File: src/rtl/stream_demux.sv
// Registered 1-to-N stream demultiplexer with per-channel output slots,
// broadcast mode and a saturating counter for out-of-range selectors.
module stream_demux #(
    parameter int CHANNELS = 4,
    parameter int WIDTH    = 8,
    parameter int SEL_W    = 2,
    parameter int CNT_W    = 8
) (
    input  logic                      clk,
    input  logic                      rst_n,
    input  logic                      in_valid,
    output logic                      in_ready,
    input  logic [WIDTH-1:0]          in_data,
    input  logic [SEL_W-1:0]          in_sel,
    input  logic                      in_bcast,
    output logic [CHANNELS-1:0]       out_valid,
    input  logic [CHANNELS-1:0]       out_ready,
    output logic [CHANNELS*WIDTH-1:0] out_data,
    output logic [CNT_W-1:0]          drop_cnt,
    output logic                      busy
);

    logic [CHANNELS-1:0]       valid_q;
    logic [CHANNELS*WIDTH-1:0] data_q;
    logic [CNT_W-1:0]          drop_q;
    logic [CHANNELS-1:0]       free;
    logic [CHANNELS-1:0]       load;
    logic                      sel_ok;
    logic                      sel_free;
    logic                      xfer;
    logic                      drop;

    // A slot that drains this cycle can be reloaded in the same cycle.
    assign free   = ~valid_q | out_ready;
    assign sel_ok = 32'(in_sel) < 32'(CHANNELS);

    always_comb begin
        sel_free = 1'b0;
        for (int i = 0; i < CHANNELS; i++) begin
            if (in_sel == SEL_W'(i)) sel_free = free[i];
        end
    end

    always_comb begin
        in_ready = 1'b0;
        if (!rst_n)        in_ready = 1'b0;
        else if (in_bcast) in_ready = &free;
        else if (sel_ok)   in_ready = sel_free;
        else               in_ready = 1'b1;
    end

    assign xfer = in_valid && in_ready;
    assign drop = xfer && !in_bcast && !sel_ok;

    always_comb begin
        load = '0;
        for (int i = 0; i < CHANNELS; i++) begin
            load[i] = xfer && (in_bcast || in_sel == SEL_W'(i));
        end
    end

    always_ff @(posedge clk) begin
        if (!rst_n) begin
            valid_q <= '0;
            data_q  <= '0;
            drop_q  <= '0;
        end else begin
            for (int i = 0; i < CHANNELS; i++) begin
                if (load[i]) begin
                    valid_q[i]              <= 1'b1;
                    data_q[i*WIDTH +: WIDTH] <= in_data;
                end else if (valid_q[i] && out_ready[i]) begin
                    valid_q[i]              <= 1'b0;
                    data_q[i*WIDTH +: WIDTH] <= '0;
                end
            end
            if (drop && drop_q != '1) drop_q <= drop_q + 1'b1;
        end
    end

    assign out_valid = valid_q;
    assign out_data  = data_q;
    assign drop_cnt  = drop_q;
    assign busy      = |valid_q;

endmodule

File: config.mk
export PLATFORM = sky130hd
export DESIGN_NAME = stream_demux
export DESIGN_NICKNAME = d
export VERILOG_FILES = /design/src/rtl/stream_demux.sv
export SDC_FILE = /design/constraint.sdc
export NUM_CORES = 1
export LEC_CHECK = 0
export CAP_MARGIN = 10
export CORE_ASPECT_RATIO = 1.75
export CORE_MARGIN = 2
export CORE_UTILIZATION = 42
export DETAILED_ROUTE_END_ITERATION = 16
export PLACE_DENSITY = 0.91
export SYNTH_ARGS = -nofsm -noshare
export SYNTH_HDL_FRONTEND = slang
export SYNTH_SLANG_ARGS = --single-unit
File: constraint.sdc
create_clock -name clk -period 1.84 [get_ports clk]
set_input_delay 0.184 -clock clk [delete_from_list [all_inputs] [get_ports clk]]
set_output_delay 0.184 -clock clk [all_outputs]
set_load 0.1 [all_outputs]
==> results of run 1 <==
[tightest hold or removal path, cell delays in order (launching register included)]
cell and delay (ns):
dfxtp_1 0.31, nand2_1 0.05, mux2i_1 0.05
[worst paths after layout]
check | slack [ns] | to | startpoint | cells after the start
max | 0.09 | in_ready | in_sel[0] | 6
min reg2reg | 0.46 | out_data[25] | out_data[25] | 2
min | 0.46 | out_data[25] | out_data[25] | 2
max reg2reg | 0.41 | out_data[6] | out_valid[0] | 6
[cells in the mapped netlist, types with 2 or more instances]
cell type / n
nand2_1: 41
dfxtp_1: 36
nand2b_1: 4
a21oi_1: 2
a21boi_1: 3
buf_6: 2
inv_1: 2
mux2i_1: 32
buf_4: 10
a21boi_0: 4
[flip-flops by register name, summed over array words and instances, names as in the netlist]
name and cells:
out_data 32, out_valid 4
[logic make-up after synthesis]
group                  after synthesis  share of synthesized area (%)
other                                1                          0.249
DFF                                 36                           47.9
AOI/OAI and AO/OA                   14                           7.15
and+or+nand+nor                     54                           16.2
muxes                               32                           21.3
buffers and inverters               15                           7.23
[stage by stage]
| step | worst slack (ns) | total power [mW] | hold slack (ns) |
|---|---|---|---|
| global route | 0.0158 | 2.10 | 0.482 |
| floorplan | 0.116 | 1.33 | 0.388 |
| detailed placement | -0.0344 | 1.48 | 0.457 |
| global placement | 0.0727 | 1.47 | 0.448 |
| CTS | 0.0868 | 2.05 | 0.466 |
| finish | 0.0933 | 2.03 | 0.461 |
[power breakdown]
part / internal, mW / switching [mW] / total (mW)
sequential: 0.816 / 0.0222 / 0.838
clock: 0.305 / 0.259 / 0.564
combinational: 0.157 / 0.470 / 0.626
total: 1.28 / 0.751 / 2.03
[metal layers]
layer | global-route usage, % | up-vias
met3 | 3.60 | 5
met2 | 35.9 | 46
met1 | 21.4 | 585
met5 | 0 | -
li1 | - | 622
met4 | 10.9 | 0
[final cells by class]
type | instances | area share [%]
timing repair buffer | 64 | 26.2
tap | 45 | 2.63
sequential | 36 | 33.9
multi-input combinational | 108 | 32.8
clock buffer | 8 | 4.21
inverter | 2 | 0.350
==> out/metrics.cfg, run 1 <==
[placed_design]
dp.cells = 255
port_buffers = 55
place.gp.congestion = 0.797
hpwl_mm = 2.96
placed_cell_area_um2 = 2050

[drt]
wl_per_cell_um = 14.6
met3_wirelength_um = 204
drc = 0
dr.max_layer_used = met4
wl_met2_mm = 2.11
antenna_left = 0
dr_total_vias = 1258
drt-total-wl_mm = 3.83
drt_iter0_drc = 29
drt_pass1_iterations = 4
drt-vias-per-instance = 4.78
drt-met1-wl_mm = 1.42

[cells_and_area]
area_growth_pct = 42.3
drive_above_1_share_pct = 28.0
multi_input_area_um2 = 702
final_util_pct = 63.0
instances_no_fill = 263
nFillCells = 309
final_cell_area_um2 = 2140
layout_commonest_cell = buf_4
n_antenna_cell = 0
fin_nets = 235
seqCellArea_um2 = 726
final_cell_mix = buf_4 (44), nand2_1 (41), mux2i_1 (32), dfxtp_1 (32), clkdlybuf4s50_1 (17)

[yosys]
synthFlopType = dfxtp_1
synth_edf_count = 0
yosysUniqueCellTypes = 26
synth_top_cell_area_share_pct = 47.9
netlist_instances = 152
netlist_top_cells_area = dfxtp_1 (48%), mux2i_1 (21%), nand2_1 (10%)
syn_avg_cell_area_um2 = 9.90
ys_ff_latch = 36
ys_warn_count = 0
ys_seq_area_share_pct = 47.9
synth_largest_area_cell = dfxtp_1
ys_async_sr_fraction_pct = 0
synth.cell_area_um2 = 1510

[global_route]
grt_pass1_wl_mm = 6.11
grt_pass1_vias = 1229
antenna_found_initial = 0
grt_max_degree = 17
track_usage_pct = 20.0
overflow = 0

[floorplanning]
io_pins = 64
die_w_um = 49.3
die-area_um2 = 4100
die_h_um = 83.2
core_um2 = 3400
num_rows = 28
initial_core_util_pct = 44.3

[min_path]
hp-class = reg -> reg

[pwr]
peakVddDrop_uv = 771
p_leak_nw = 1.04
power_density_nw_per_um2 = 947

[clocking]
cts_max_path_buffers = 2
cts.sinks = 36
cts_root_buf = clkbuf_8
htreeDepth = 2
cts.repair.resized = 0
hold_buffers = 0
tritoncts = built
clk_pin_slew_ns = 0.06
worst_skew_pair.late_latency_ns = 0.28
cts_buffers = 5
cts_setup_buffers = 0

[setup_path]
crit_chain = clkdlybuf4s50_1 -> inv_1 -> o21ai_0 -> a21oi_2 -> and2_2 -> buf_12
timing.critical_path.max_delay_family = buffers and inverters
path_max_fanout = 5
path_class = in -> out
crit_path_end_kind = primary output
cp.arrival_ns = 1.56
slowest_stage = clkdlybuf4s50_1
cp-start-kind = primary input
crit_required_ns = 1.66
slowest_delay_ns = 0.54
crit_buf_inv = 3

[sta]
period_needed_ns = 1.75
grt_setup_unrepaired = false
fmax_mhz = 573
slew_viol_final = 0
setup_viol = 0
fin_tns_setup_ns = 0
min_period_over_period_pct = 94.9
hold_viol_final = 0
finalClockSkew_ns = 0.00284

[flow_run]
cap_violations = 0

[outcome]
status = completed

Power figures use the tool's default switching activity.
==> run 2: changes to the inputs <==
ABC_AREA = 0   (was unset)
SETUP_SLACK_MARGIN = 0.2   (was unset)
==> run 2 against run 1 <==
First-iteration DRC count decreased by 21%. Sequential power is essentially flat. Die area is the same. Global-route usage is 0.59 points lower. Final cell count up 0.76%. Worst hold slack lost 0.14 ns. Total power fell by 1.1%. Count of clock-buffer cells in the layout decreased by 1. Critical path depth unchanged. Sequential share of layout area down 0.96 points. Core utilization grew 2.3 points. Register-to-register slack worse by 0.05 ns. Largest cell class is now multi-input gates.
==> out/metrics.cfg, run 2 (synthesis results as in run 1) <==
[outcome]
status = completed

[cells_and_area]
fin_nets = 238
area_growth_pct = 47.5
layout_commonest_cell = buf_4
final_util_pct = 65.3
instances_no_fill = 265
drive_above_1_share_pct = 32.7
nFillCells = 280
final_cell_mix = buf_4 (47), nand2_1 (41), mux2i_1 (32), dfxtp_1 (32), clkdlybuf4s50_1 (13)
n_antenna_cell = 0
final_cell_area_um2 = 2220
largest_reg_flops = 32

[placed_design]
place.gp.congestion = 0.818
dp_slack_ns = -0.00930
placed_cell_area_um2 = 2060
dp.cells = 255
hpwl_mm = 2.82
port_buffers = 55

[setup_path]
crit_required_ns = 1.66
slowest_delay_ns = 0.47
slowest_stage = clkdlybuf4s50_1
r2r_start = out_valid[1]
path_class = in -> out
crit_start = out_ready[3]
crit_chain = clkdlybuf4s50_1 -> nand2b_4 -> o221ai_4 -> nor2_4 -> and2_4 -> buf_12
crit_path_end_kind = primary output
path_max_fanout = 4
cp-start-kind = primary input
timing.critical_path.max_delay_family = buffers and inverters
crit_buf_inv = 2
cp.arrival_ns = 1.42

[drt]
drc = 0
drt-total-wl_mm = 3.94
antenna_left = 0
wl_per_cell_um = 14.9
drt_iter0_drc = 23
drt_pass1_iterations = 4
dr_total_vias = 1308
drt-vias-per-instance = 4.94

[clocking]
cts.sinks = 36
cts_buffers = 5
htreeDepth = 2
clk_pin_slew_ns = 0.07
tritoncts = built
cts_max_path_buffers = 2
cts_root_buf = clkbuf_8
worst_skew_pair.late_latency_ns = 0.29

[sta]
hold_viol_final = 0
timing.final.ws_setup_ns = 0.237
setup_viol = 0
period_needed_ns = 1.60
grt_setup_unrepaired = true
slew_viol_final = 0
fmax_mhz = 624
finalClockSkew_ns = 0.00826
fin_tns_setup_ns = 0
min_period_over_period_pct = 87.1

[global_route]
grt_max_degree = 17
track_usage_pct = 19.5
grt_pass1_wl_mm = 6.03
grt_pass1_vias = 1268
antenna_found_initial = 0
overflow = 0

[flow_run]
cap_violations = 0

[pwr]
swShare_pct = 38.0
peakVddDrop_uv = 555
power.share.combinational_pct = 32.2
switchingPower_mw = 0.762
power.share.sequential_pct = 41.8
internal_power_mw = 1.24
power_frac_clock_pct = 26.1
p_leak_nw = 1.09
power_density_nw_per_um2 = 903

[floorplanning]
die_h_um = 83.2
core_um2 = 3400
die-area_um2 = 4100
io_pins = 64
num_rows = 28
die_w_um = 49.3
initial_core_util_pct = 44.3

[min_path]
hp-start = out_ready[2]
hp-class = in -> reg

-- run 2: cell count changes in the layout (fill, tap and decap cells not counted), sizes merged --
cell,change
dlymetal6s2s,+2
buf,+3
clkdlybuf4s50,-4
clkbuf,-1
dlygate4sd2,+2
-- run 2: stage by stage --
stage	power [mW]	hold WS (ns)
after global routing	2.07	0.318
after detailed placement	1.48	0.455
final	2.00	0.316
after CTS	2.01	0.465
after global placement	1.48	0.449
after floorplan	1.33	0.388
-- run 2: per-layer routing --
layer	vias up	wire, um	share of wire [%]	track usage (%)
li1	640	-	-	-
met1	615	1410	36	20.3
met2	45	2250	57	34.0
met3	8	152	3.9	3.96
met4	0	124	3.1	12.7
met5	-	0	0	0
-- run 2: power groups by stage --
stage	Combinational [mW]	Sequential, mW	Clock [mW]
global route	0.664	0.841	0.563
CTS	0.632	0.837	0.537
global placement	0.623	0.853	0
finish	0.645	0.838	0.523
floorplan	0.231	1.10	0
detailed placement	0.627	0.854	0
-- run 2: worst paths after layout --
kind / end / slack, ns / cells after the start
hold reg to reg: out_data[5] / 0.46 / 2
setup reg to reg: out_data[8] / 0.36 / 6
setup / recovery: in_ready / 0.24 / 6
hold / removal: out_valid[2] / 0.32 / 3
-- run 2: cell type report --
| cell class | instances | area, um2 | share of cell area (%) |
|---|---|---|---|
| multi-input combinational | 108 | 763 | 34.4 |
| inverter | 2 | 7.51 | 0.338 |
| tap | 45 | 56.3 | 2.54 |
| sequential | 36 | 731 | 32.9 |
| timing repair buffer | 67 | 586 | 26.4 |
| clock buffer | 7 | 76.3 | 3.44 |
-- run 2: worst register-to-register path, stage by stage, from the launching register on --
cell and delay [ns]:
dfxtp_2 0.34, nor2b_1 0.15, a21oi_2 0.20, buf_4 0.15, and4_4 0.24, buf_12 0.14, mux2i_1 0.19
-- run 2: repair_timing --
item	4_1_cts	5_1_grt
hold buffers	0	0
buffers inserted	2	1
endpoints found under the setup margin	1	16
pin swaps	1	2
gates resized for setup	6	11
